`src/rtl/weight_fetch_scheduler.sv`:
```
// Arbitrates one shared weight-BRAM read port among NUM_REQ burst loaders and streams back tagged words.
// Round robin by default; define WEIGHT_SCHED_FIXED_PRIO_EN for lowest-index-wins priority.
module weight_fetch_scheduler #(
   parameter int NUM_REQ    = 4,
   parameter int ADDR_WIDTH = 18,
   parameter int LEN_W      = 16,
   parameter int W          = 8,
   parameter int BRAM_LAT   = 2,
   parameter int ID_W       = $clog2(NUM_REQ)
) (
   input  logic                          clk,
   input  logic                          rst,
   input  logic [NUM_REQ-1:0]            req,
   input  logic [NUM_REQ*ADDR_WIDTH-1:0] req_base,
   input  logic [NUM_REQ*LEN_W-1:0]      req_len,
   output logic [NUM_REQ-1:0]            grant,
   output logic [NUM_REQ-1:0]            done,
   output logic                          busy,
   output logic                          bram_en,
   output logic                          bram_ren,
   output logic [ADDR_WIDTH-1:0]         bram_addr,
   input  logic [W-1:0]                  bram_dout,
   output logic [W-1:0]                  rd_data,
   output logic                          rd_valid,
   output logic [ID_W-1:0]               rd_id,
   output logic                          rd_last
);

   typedef enum logic [1:0] {IDLE, ISSUE, DRAIN, FIN} state_t;

   state_t                  state, state_nxt;
   logic [ID_W-1:0]         ptr;
   logic [ID_W-1:0]         cur_id;
   logic [ID_W-1:0]         win_id;
   logic                    win_found;
   logic [ADDR_WIDTH-1:0]   win_base;
   logic [LEN_W-1:0]        win_len;
   logic [ADDR_WIDTH-1:0]   addr_q;
   logic [LEN_W-1:0]        rem_q;
   logic                    issue;
   logic                    issue_last;
   logic [BRAM_LAT-1:0]     tag_v;
   logic [BRAM_LAT-1:0]     tag_last;
   logic [ID_W-1:0]         tag_id [BRAM_LAT];
   logic [ADDR_WIDTH-1:0]   base_arr [NUM_REQ];
   logic [LEN_W-1:0]        len_arr  [NUM_REQ];

   for (genvar g = 0; g < NUM_REQ; g++) begin : g_unpack
      assign base_arr[g] = req_base[g*ADDR_WIDTH +: ADDR_WIDTH];
      assign len_arr[g]  = req_len[g*LEN_W +: LEN_W];
   end

   always_comb begin
      logic [ID_W-1:0] idx;
      idx       = '0;
      win_found = 1'b0;
      win_id    = '0;
`ifdef WEIGHT_SCHED_FIXED_PRIO_EN
      for (int i = NUM_REQ - 1; i >= 0; i--) begin
         idx = ID_W'(i);
         if (req[idx]) begin
            win_found = 1'b1;
            win_id    = idx;
         end
      end
`else
      // Scan upward from the pointer with wrap; first hit wins.
      for (int i = 0; i < NUM_REQ; i++) begin
         idx = ID_W'((int'(ptr) + i) % NUM_REQ);
         if (!win_found && req[idx]) begin
            win_found = 1'b1;
            win_id    = idx;
         end
      end
`endif
   end

   assign win_base = base_arr[win_id];
   assign win_len  = len_arr[win_id];
   assign busy     = (state != IDLE);

   always_comb begin
      state_nxt  = state;
      issue      = 1'b0;
      issue_last = 1'b0;
      bram_en    = 1'b0;
      bram_ren   = 1'b0;
      bram_addr  = '0;
      done       = '0;
      case (state)
         IDLE: begin
            if (win_found) state_nxt = (win_len == '0) ? FIN : ISSUE;
         end
         ISSUE: begin
            issue      = 1'b1;
            issue_last = (rem_q == LEN_W'(1));
            bram_en    = 1'b1;
            bram_ren   = 1'b1;
            bram_addr  = addr_q;
            if (issue_last) state_nxt = DRAIN;
         end
         DRAIN: begin
            // Hold the port enabled until every issued read has left the tag pipe.
            bram_en = 1'b1;
            if (tag_v == '0) state_nxt = FIN;
         end
         FIN: begin
            done      = grant;
            state_nxt = IDLE;
         end
         default: state_nxt = IDLE;
      endcase
   end

   always_ff @(posedge clk) begin
      if (rst) begin
         state    <= IDLE;
         ptr      <= '0;
         cur_id   <= '0;
         grant    <= '0;
         addr_q   <= '0;
         rem_q    <= '0;
         tag_v    <= '0;
         tag_last <= '0;
         for (int i = 0; i < BRAM_LAT; i++) tag_id[i] <= '0;
         rd_data  <= '0;
         rd_valid <= 1'b0;
         rd_id    <= '0;
         rd_last  <= 1'b0;
      end else begin
         state <= state_nxt;
         case (state)
            IDLE: begin
               if (win_found) begin
                  grant  <= NUM_REQ'(1) << win_id;
                  cur_id <= win_id;
                  addr_q <= win_base;
                  rem_q  <= win_len;
               end
            end
            ISSUE: begin
               addr_q <= addr_q + ADDR_WIDTH'(1);
               rem_q  <= rem_q - LEN_W'(1);
            end
            FIN: begin
               grant <= '0;
               ptr   <= (cur_id == ID_W'(NUM_REQ - 1)) ? '0 : cur_id + ID_W'(1);
            end
            default: ;
         endcase

         // Tags travel alongside the BRAM read latency so each word leaves with its owner.
         tag_v[0]    <= issue;
         tag_last[0] <= issue_last;
         tag_id[0]   <= cur_id;
         for (int i = 1; i < BRAM_LAT; i++) begin
            tag_v[i]    <= tag_v[i-1];
            tag_last[i] <= tag_last[i-1];
            tag_id[i]   <= tag_id[i-1];
         end

         rd_valid <= tag_v[BRAM_LAT-1];
         rd_last  <= tag_v[BRAM_LAT-1] & tag_last[BRAM_LAT-1];
         rd_id    <= tag_v[BRAM_LAT-1] ? tag_id[BRAM_LAT-1] : '0;
         rd_data  <= tag_v[BRAM_LAT-1] ? bram_dout : '0;
      end
   end

endmodule

```
`config.mk`:
```
export PLATFORM = sky130hd
export DESIGN_NAME = weight_fetch_scheduler
export DESIGN_NICKNAME = d
export VERILOG_FILES = /design/src/rtl/weight_fetch_scheduler.sv
export SDC_FILE = /design/constraint.sdc
export NUM_CORES = 1
export LEC_CHECK = 0
export CAP_MARGIN = 20
export CORE_AREA = 2 2 101 103
export DETAILED_ROUTE_END_ITERATION = 12
export DIE_AREA = 0 0 103 105
export GPL_ROUTABILITY_DRIVEN = 0
export PLACE_DENSITY = 0.95
export SYNTH_ARGS = -nofsm -noshare
export SYNTH_HDL_FRONTEND = slang
export SYNTH_SLANG_ARGS = --single-unit
```
`constraint.sdc`:
```
create_clock -name clk -period 7.4 [get_ports clk]
set_input_delay 2.22 -clock clk [delete_from_list [all_inputs] [get_ports clk]]
set_output_delay 2.22 -clock clk [all_outputs]
set_load 0.005 [all_outputs]
```
======== Yosys cells after proc, flatten, opt, wreduce, memory -nomap -nowiden ========
Memories as Yosys holds them, arrays and structs flattened. A register that Yosys moved wholly into a read port is not among the register bits.
Cells that the tools add are included.
storage, ports and cells
  bits in registers ....................... 58
  bits in writable memories ............... 4
  output and inout bits ................... 41
  word-level logic and storage cells ...... 101
  memories kept ........................... 1
operators by class
  add/subtract/negate cells ............... 6
  order comparisons ....................... 5
  equality and inequality tests ........... 8
  shift-type cells ........................ 1
  mux-type cells .......................... 43
  bitwise logic cells ..................... 6
  reductions and logical operators ........ 19
memory list
  memory  depth  bits a word  read ports  clocked after memory_dff  write ports  RTL line  text
  tag_id  2      2            2           1                         2            44        logic [ID_W-1:0] tag_id [BRAM_LAT];
operators by type and width
  kind                   number
  $mux 18                4
  $mux 16                3
  $bmux 18 s2            1
  $pmux 18 s2            1
  $bmux 16 s2            1
  $pmux 16 s2            1
  $mux 2                 11
  $add 18x1->18 const B  1
  $eq 16x1->1 const B    1
  $logic_not 16->1       1
  $sub 16x1->16 const B  1
  $mux 1                 13
  $lt 2x3->1 const B     4
  $bmux 1 s2             4
  $mux 4                 2
  $pmux 2 s4             1
  $pmux 4 s2             1
  $eq 2x2->1 const B     3
  $ne 2x2->1 const B     3
  $reduce_and 2->1       3
  $reduce_bool 2->1      3
  $reduce_or 2->1        3
  $add 2x1->2 const B    2
  $add 2x2->2 const B    2
  other kinds (11)       18

======== Longest topological paths before layout ========
Gate-level depths: netlist of run 1.
  depth after elaboration ................. 20
  depth in mapped cells ................... 12
  depth with buffers taken out ............ 9

======== Worst setup path after synthesis of run 1 ========
No wires, ideal clock.
  path kind ............................... input to register
  start ................................... input port req[0]
  end ..................................... register rem_q[8]
  library setup time ...................... 0.073 ns
  arrival time ............................ 3.909 ns
  setup slack ............................. 3.418 ns
  stages on the path ...................... 10
  path through ............................ buf_2 -> a21oi_1 -> o21a_1 -> o22ai_1 -> buf_2 -> buf_2 -> mux2_2 -> a21oi_1 -> nor2_1 -> nor3_2
on the way
  cells in the longest elaborated chain, start to end .. 18
  elaborated cells on any way between the ends .. 30
ends and longest elaborated chain
  element                                      RTL line  text
  from (decl)                                  13        input logic [NUM_REQ-1:0] req,
  $bmux 1 s2                                   70        if (!win_found && req[idx]) begin
  $mux 1 (not written as such)                 70
  $mux 1                                       70
  $logic_not 1->1                              70
  $logic_and 1x1->1                            70
  $mux 1                                       70
  $logic_not 1->1                              70
  $logic_and 1x1->1                            70
  $mux 1                                       70
  $logic_not 1->1                              70
  $logic_and 1x1->1                            70
  $mux 2                                       70
  $not 2->3 (not written as such)              79        assign win_len = len_arr[win_id];
  $bmux 16 s2                                  79
  $mux 16 (not written as such) (2 in series)  79
  $mux 16                                      134       if (win_found) begin
  $pmux 16 s2                                  132       case (state)
  to (signal assigned)                         138       rem_q <= win_len;
  to (signal assigned)                         143       rem_q <= rem_q - LEN_W'(1);
  to (decl)                                    39        logic [LEN_W-1:0] rem_q;
Parallel ways exist; a longest one is shown, timed or not. The select of a mux whose other input is x is not followed.
A chain may end at the register's enable or synchronous reset.

======== Worst setup path after layout of run 1 ========
  start ................................... input port req[2]
  end ..................................... register state[1]
on the way
  cells in the longest elaborated chain, start to end .. 20
  elaborated cells on any way between the ends .. 32
ends and longest elaborated chain
  element                                      RTL line  text
  $bmux 1 s2                                   70
  $mux 1 (not written as such)                 70
  $mux 1                                       70
  $logic_not 1->1                              70
  $logic_and 1x1->1                            70
  $mux 1                                       70
  $logic_not 1->1                              70
  $logic_and 1x1->1                            70
  [2 not listed]                               n/a
  $logic_and 1x1->1                            70
  $mux 2                                       70
  $not 2->3 (not written as such)              79
  $bmux 16 s2                                  79
  $mux 16 (not written as such) (2 in series)  79
  $logic_not 16->1                             92        if (win_found) state_nxt = (win_len == '0) ? FIN : ISSUE;
  $mux 2 (2 in series)                         92
  $pmux 2 s4                                   90        case (state)
  to (signal assigned)                         131       state <= state_nxt;
  to (decl)                                    31        state_t state, state_nxt;
Parallel ways exist; a longest one is shown, timed or not. The select of a mux whose other input is x is not followed.

==> results of run 1 <==
path summary, 6_finish.rpt:
kind,start,endpoint,slack (ps),cells past startpoint
min,tag_id[1][0],rd_id[0],430,1
min reg2reg,tag_id[1][0],rd_id[0],430,1
max,req[2],state[1],2040,10
max reg2reg,ptr[1],state[1],3890,9
cells in the final DEF (no fill, tap or decap), types with 2 or more instances in the layout:
| cell | count |
|---|---|
| clkbuf_8 | 10 |
| clkinvlp_4 | 2 |
| o21ai_1 | 26 |
| inv_2 | 2 |
| buf_4 | 5 |
| a22oi_1 | 18 |
| inv_1 | 7 |
| or3_4 | 2 |
| nand4_1 | 8 |
| and2_1 | 33 |
| a21oi_1 | 43 |
| nor3_1 | 25 |
| o22ai_1 | 4 |
| a31oi_1 | 4 |
| o31ai_1 | 2 |
| mux2_2 | 12 |
| and3_1 | 3 |
| and4_1 | 3 |
| nor2b_1 | 10 |
| o21ai_0 | 18 |
| nand2b_1 | 5 |
| a32oi_1 | 3 |
| dfxtp_1 | 64 |
| a221oi_1 | 10 |
| a211oi_1 | 6 |
| a211oi_2 | 2 |
| nand3_1 | 15 |
| a222oi_1 | 2 |
| or2_1 | 3 |
| or3_1 | 4 |
| clkdlybuf4s50_1 | 189 |
| nor4_1 | 3 |
| mux2i_1 | 43 |
| ha_1 | 8 |
| mux2_1 | 3 |
| nor2_1 | 56 |
| nand2_1 | 64 |
through the flow:
| step | area [µm²] | worst slack (ps) | utilization | cells |
|---|---|---|---|---|
| after global routing | 6510 | 1860 | 0.675 | 875 |
| after floorplan | 4380 | 3420 | - | 572 |
| after CTS | 6480 | 2180 | 0.672 | 874 |
| after global placement | 6270 | 2150 | 0.651 | 858 |
| after detailed placement | 6270 | 1900 | 0.651 | 858 |
| final | 6510 | 2040 | 0.675 | 875 |
worst register-to-register path: cells and delay by family (launching register included):
| family | cells | cell delay, ps |
|---|---|---|
| and+or+nand+nor | 4 | 1360 |
| DFF | 1 | 610 |
| muxes | 2 | 560 |
| buffers and inverters | 1 | 460 |
| AOI/OAI and AO/OA | 2 | 440 |
metal layers:
layer,up-vias,global-route usage
met2,363,0.488
met5,-,0
met1,2386,0.332
met4,0,0.182
li1,2402,-
met3,90,0.0756
final cells by class:
type,count,area (µm²)
clock buffers,10,138
clock inverters,6,67.6
fillers,747,3130
inverters,9,33.8
multi-input cells,457,2860
flip-flops and latches,64,1280
well taps,133,166
repair buffers,196,1960
registers in the layout, indices dropped and copies added (netlist names):
register and cells:
addr_q 18, rem_q 16, rd_data 8, grant 4, tag_id 4, cur_id 2
ptr 2, rd_id 2, state 2, tag_last 2, tag_v 2, rd_last 1
rd_valid 1
report_power, final:
| part | internal [W] | leakage [nW] | switching [W] |
|---|---|---|---|
| Clock | 0.000166 | 0.0989 | 0.000154 |
| Sequential | 0.000441 | 0.525 | 0.000106 |
| Combinational | 0.000438 | 1.91 | 0.000596 |
| Total | 0.00104 | 2.53 | 0.000855 |
cells by family after synthesis:
group	after synthesis	synth area share
flip-flops	64	0.293
multiplexers	58	0.137
AO/OA/AOI/OAI	151	0.216
AND/OR/NAND/NOR	239	0.268
buffers and inverters	51	0.0603
adder cells (fa/ha/maj)	9	0.0257
==> flow_summary.json, run 1 <==
{
  "netlist_area_mm2": 0.00438,
  "cts_inserted_buffers": 9,
  "grt_pass1_wl_um": 25100,
  "start_util": 0.454,
  "period_needed_ps": 5360,
  "root_buffer": "clkbuf_8",
  "synth_seq_cells": 64,
  "required_ps": 7650,
  "postCtsHoldBufs": 0,
  "drt_iter0_drc": 372,
  "dp_hpwl_um": 11600,
  "port_buffers": 190,
  "power.total_w": 0.00190,
  "rsz0062_at_grt": "false",
  "syn_nets": 731,
  "met3_length_um": 1770,
  "vdd_ir_drop_max_mv": 0.159,
  "yosys.area.top_type": "dfxtp_1",
  "wirelength_um": 16300,
  "avgViaCountPerCell": 5.99,
  "vias": 5241,
  "cts_resized": 0,
  "rows": 36,
  "clk_pin_slew_ps": 80,
  "path_cells": "clkdlybuf4s50_1 > nand2b_1 > a21oi_1 > or2_2 > buf_4 > mux2i_1 > mux2_2 > and4_1 > nand4_1 > o31ai_1",
  "hold_violations": 0,
  "path_delay_family": "simple AND/OR/NAND/NOR gates",
  "setup_viol": 0,
  "avgSynthCellArea_um2": 7.66,
  "post-route-drc-count": 0,
  "clock-sinks": 64,
  "synth_ff_type": "dfxtp_1",
  "hp-class": "flip-flop to flip-flop",
  "dr_wl_met2_um": 7630,
  "post_drt_wl_per_cell_um": 18.6,
  "fp.dieH_um": 105,
  "tns_ps": 0,
  "htreeDepth": 3,
  "powerDensity_mw_per_mm2": 292,
  "clockBufferDepth": 2,
  "finClkSkew_ps": 11.4,
  "highest_layer": "met4",
  "synth.distinct_cells": 55,
  "synthArstFlopShare": 0,
  "synth_edf_count": 0,
  "power.leakage_nw": 2.53,
  "grt_max_degree": 83,
  "dr.pass1.iters": 8,
  "grt_pass1_vias": 5200,
  "fp.dieW_um": 103,
  "synthTopCellsByArea": "dfxtp_1 29%, mux2i_1 9.8%, nand2_1 5.5%, a21oi_1 4.9%, nor2_1 4.8%",
  "worst_pin_slew_ps": 1050,
  "slew_violations": 0,
  "status": "completed",
  "path_buf_inv": 2,
  "hold-worst-slack_ps": 432,
  "grt-ovfl-total": 0,
  "yosysTopAreaCellShare": 0.293,
  "seq_area_frac_synth": 0.293,
  "path_class": "primary input to flip-flop",
  "worstPathArrival_ps": 5620,
  "postRouteAntennaNets": 0,
  "antenna_cells": 0,
  "drive_above_1_share": 0.0660,
  "synth_cells": 572,
  "antenna_found_initial": 0,
  "slew_headroom": 0.297,
  "critPathMaxStageDelay_ps": 810,
  "maxCapViolCount": 0,
  "yosysWarnings": 0,
  "cp_max_fo": 32,
  "start_kind": "primary input",
  "syn2layout_area_growth_pct": 48.6,
  "fin_nets": 896,
  "synth_common_cells": "64 x dfxtp_1, 64 x nand2_1, 56 x nor2_1",
  "coreArea_mm2": 0.00964,
  "dieArea_mm2": 0.0108,
  "crit_path_end_kind": "flip-flop",
  "tritoncts": "yes",
  "pin_count": 191,
  "grt_usage": 0.295,
  "cpMaxStageDelayCell": "or2_2",
  "cts_setup_buffers": 0,
  "fmax_mhz": 187,
  "m1WireLength_um": 5920,
  "finalCritPeriodShare": 0.725,
  "clock_latency_ps": 350
}
(Power assumes the default switching activity.)
==> run 2, diff against run 1 <==
CORE_AREA = 2 2 104 106   (was 2 2 101 103)
DIE_AREA = 0 0 106 108   (was 0 0 103 105)
PLACE_DENSITY = 0.92   (was 0.95)
clock period = 5.3 ns   (was 7.4 ns; I/O delays follow)
==> flow_summary.json, run 2 (synthesis results as in run 1) <==
{
  "cp_max_fo": 52,
  "start_kind": "flip-flop",
  "postRouteAntennaNets": 0,
  "tritoncts": "yes",
  "postCtsHoldBufs": 0,
  "dieArea_mm2": 0.0114,
  "top_regs": "addr_q x18, rem_q x16, rd_data x8",
  "required_ps": 3710,
  "antenna_found_initial": 0,
  "final_cell_mix": "189 x clkdlybuf4s50_1, 64 x nand2_1, 64 x dfxtp_1",
  "path_buf_inv": 3,
  "clock-sinks": 64,
  "path_delay_family": "buffers and inverters",
  "coreArea_mm2": 0.0102,
  "clockBufferDepth": 2,
  "fin_nets": 896,
  "vias": 5140,
  "wirelength_um": 15700,
  "final_common_cell": "clkdlybuf4s50_1",
  "slew_headroom": 0.285,
  "hold_violations": 0,
  "clock_latency_ps": 340,
  "syn2layout_area_growth_pct": 49.4,
  "port_buffers": 190,
  "fmax_mhz": 234,
  "finalCritPeriodShare": 0.805,
  "htreeDepth": 3,
  "r2r_cells": 9,
  "status": "completed",
  "dr.pass1.iters": 8,
  "slew_violations": 0,
  "drt_iter0_drc": 348,
  "cts_setup_buffers": 0,
  "grt-ovfl-total": 0,
  "top_register": "addr_q",
  "worst_pin_slew_ps": 1070,
  "setup_viol": 0,
  "grt_pass1_wl_um": 25000,
  "powerDensity_mw_per_mm2": 413,
  "worstPathArrival_ps": 2680,
  "post-route-drc-count": 0,
  "dp_cells": 862,
  "period_needed_ps": 4270,
  "grt_max_degree": 55,
  "clk_pin_slew_ps": 70,
  "rows": 37,
  "holdPathStages": 1,
  "post_drt_wl_per_cell_um": 17.9,
  "dp_hpwl_um": 11400,
  "fill_cells": 803,
  "drive_above_1_share": 0.0647,
  "antenna_cells": 0,
  "start_util": 0.428,
  "path_cells": "inv_1 > ha_2 > buf_4 > clkdlybuf4s50_1",
  "pin_count": 191,
  "maxCapViolCount": 0,
  "finClkSkew_ps": 14.0,
  "grt_usage": 0.271,
  "cts_inserted_buffers": 9,
  "rsz0062_at_grt": "false",
  "path_class": "flip-flop to output pin",
  "hp-class": "flip-flop to flip-flop",
  "fp.dieH_um": 108,
  "fin_cells": 878,
  "critPathMaxStageDelay_ps": 790,
  "cts_resized": 0,
  "tns_ps": 0,
  "root_buffer": "clkbuf_8",
  "cp.depth": 4,
  "power.leakage_nw": 2.55,
  "crit_path_end_kind": "output pin",
  "vdd_ir_drop_max_mv": 0.206,
  "avgViaCountPerCell": 5.85,
  "grt_pass1_vias": 5178,
  "fp.dieW_um": 106,
  "cpMaxStageDelayCell": "ha_2",
  "largest_reg_flops": 18
}
[run 2: path summary, 6_finish.rpt]
check	from	end	slack, ps
worst max-delay path	state[1]	bram_ren	1030
worst min register to register	tag_id[1][0]	rd_id[0]	440
worst min-delay path	tag_id[1][0]	rd_id[0]	440
worst max register to register	state[1]	rem_q[2]	2130
[run 2: cell type report]
class | count | area [µm²] | share of cell area
sequential | 64 | 1280 | 0.196
timing repair buffer | 196 | 1950 | 0.299
multi-input combinational | 457 | 2860 | 0.437
inverter | 9 | 33.8 | 0.00516
clock inverter | 5 | 104 | 0.0159
clock buffer | 11 | 141 | 0.0216
tap | 136 | 170 | 0.0260
[run 2: power by group]
part           internal [W]  leakage, nW  switching (W)
Combinational      0.000616         1.91       0.000814
Clock              0.000326        0.124       0.000195
Sequential         0.000615        0.525       0.000136
Total               0.00156         2.55        0.00115
[run 2: worst register-to-register path, stage by stage, from the launching register on]
cell,delay (ps)
dfxtp_1,360
inv_1,130
ha_2,790
inv_1,150
buf_4,260
a21boi_2,570
buf_4,380
o21ai_0,150
a22oi_1,190
nor2_1,60
[run 2: routing by layer]
metal	vias to the layer above	track usage	wire (µm)
met3	54	0.0627	1640
met5	-	0	0
li1	2396	-	-
met4	0	0.123	506
met2	331	0.479	7530
met1	2359	0.314	6020
[run 2: metrics by stage]
step	util	power, W	cell area (µm²)	hold slack (ps)	worst slack (ps)
global route	0.639	0.00289	6540	457	879
finish	0.639	0.00270	6540	436	1030
CTS	0.639	0.00267	6540	440	1100
detailed placement	0.616	0.00214	6300	420	750
floorplan	-	0.00164	4380	406	1950
global placement	0.616	0.00207	6300	411	879
==> run 3, diff against run 2 <==
CORE_AREA = 2 2 109 111   (was 2 2 104 106)
DIE_AREA = 0 0 111 113   (was 0 0 106 108)
PLACE_DENSITY = 0.88   (was 0.92)
clock period = 3.9 ns   (was 5.3 ns; I/O delays follow)
==> flow_summary.json, run 3 (synthesis results as in run 1) <==
{
  "setup_viol": 0,
  "met3_length_um": 1180,
  "avgViaCountPerCell": 5.57,
  "cts_inserted_buffers": 9,
  "final_cell_mix": "189 x clkdlybuf4s50_1, 64 x nand2_1, 64 x dfxtp_1",
  "slew_violations": 0,
  "cts_resized": 0,
  "root_buffer": "clkbuf_16",
  "fin_nets": 906,
  "crit_path_end_kind": "output pin",
  "dr_wl_met2_um": 7150,
  "critPathMaxStageDelay_ps": 660,
  "highest_layer": "met4",
  "hold_violations": 0,
  "post-route-util": 0.597,
  "status": "completed",
  "dr.pass1.iters": 6,
  "path_delay_family": "buffers and inverters",
  "drive_above_1_share": 0.0785,
  "period_needed_ps": 3510,
  "postCtsHoldBufs": 0,
  "post-route-drc-count": 0,
  "port_buffers": 190,
  "top_register": "addr_q",
  "hp-class": "flip-flop to flip-flop",
  "grt_usage": 0.233,
  "top_regs": "addr_q x18, rem_q x16, rd_data x8",
  "slew_headroom": 0.518,
  "pin_count": 191,
  "path_class": "flip-flop to output pin",
  "power.leakage_nw": 2.65,
  "antenna_found_initial": 0,
  "rsz0062_at_grt": "false",
  "final_common_cell": "clkdlybuf4s50_1",
  "required_ps": 2730,
  "path_buf_inv": 3,
  "grt_pass1_wl_um": 23800,
  "finalCritPeriodShare": 0.901,
  "grt_pass1_vias": 4749,
  "fmax_mhz": 285,
  "tns_ps": 0,
  "cp_max_fo": 44,
  "post_drt_wl_per_cell_um": 16.4,
  "rows": 39,
  "crit_path_frequent_cell": "inv_1",
  "reg2reg_slack_ps": 1290,
  "vias": 4988,
  "clock-sinks": 64,
  "worstPathArrival_ps": 2340,
  "worst_pin_slew_ps": 724,
  "coreArea_mm2": 0.0113,
  "largest_reg_flops": 18,
  "start_kind": "flip-flop",
  "clock_latency_ps": 330,
  "grt_max_degree": 45,
  "antenna_cells": 0,
  "clk_pin_slew_ps": 50,
  "clockBufferDepth": 2,
  "m1WireLength_um": 5990,
  "drt_iter0_drc": 280,
  "powerDensity_mw_per_mm2": 572,
  "syn2layout_area_growth_pct": 53.8,
  "dp_hpwl_um": 10900,
  "dieArea_mm2": 0.0125,
  "start_util": 0.389,
  "wirelength_um": 14600,
  "finClkSkew_ps": 7.77,
  "fp.dieH_um": 113,
  "vdd_ir_drop_max_mv": 0.355,
  "fp.dieW_um": 111,
  "path_cells": "inv_1 > ha_2 > inv_1 > nor2_1 > clkdlybuf4s50_1",
  "cpMaxStageDelayCell": "ha_2",
  "cts_setup_buffers": 0,
  "grt-ovfl-total": 0,
  "htreeDepth": 3,
  "postRouteAntennaNets": 0,
  "maxCapViolCount": 0,
  "hold-worst-slack_ps": 426,
  "tritoncts": "yes"
}
==> run 3: cell count changes in the layout (fill, tap and decap cells not counted) <==
cell / delta
clkbuf_8: -10
buf_12: +2
inv_6: +2
clkbuf_16: +9
bufinv_16: -1
buf_4: +8
clkinv_4: +1
clkinvlp_4: +1
clkbuf_1: -1
clkinv_2: -1
==> run 3: metrics by stage <==
stage	area, µm²	std cells	setup WS, ps	total power (W)
6_report	6730	895	386	0.00385
5_1_grt	6730	895	206	0.00413
4_1_cts	6730	895	384	0.00384
3_5_place_dp	6410	879	197	0.00292
3_3_place_gp	6410	879	274	0.00289
2_1_floorplan	4380	572	968	0.00223
==> run 3: worst register-to-register path, cell delays in order (launching register included) <==
cell,delay [ps]
dfxtp_1,600
nor2b_1,280
o2bb2ai_1,180
or2_2,390
buf_12,250
mux2i_1,200
mux2_2,180
and4_1,180
nand4_1,80
o31ai_1,200
==> run 3: path summary, 6_finish.rpt <==
check,cells past startpoint,startpoint,endpoint
worst max-delay path,5,state[1],bram_addr[4]
worst min-delay path,1,tag_last[1],rd_last
worst max register to register,9,ptr[1],state[1]
worst min register to register,1,tag_last[1],rd_last
==> run 3: area by class of cell <==
type	count	area (µm²)
clock buffer	9	225
clock inverter	7	103
fill	993	4540
inverter	9	33.8
multi-input combinational	457	2860
sequential	64	1280
tap	143	179
timing repair buffer	206	2050
==> run 3: where the power goes <==
| part | switching, W | internal, W | leakage (nW) |
|---|---|---|---|
| Clock | 0.000328 | 0.000566 | 0.157 |
| Combinational | 0.00106 | 0.000867 | 1.97 |
| Sequential | 0.000189 | 0.000837 | 0.525 |
==> run 3: metal layers <==
metal / GRT usage / up-vias
met5: 0 / -
met4: 0.0717 / 0
met3: 0.0584 / 28
met2: 0.401 / 244
met1: 0.288 / 2305
li1: - / 2411
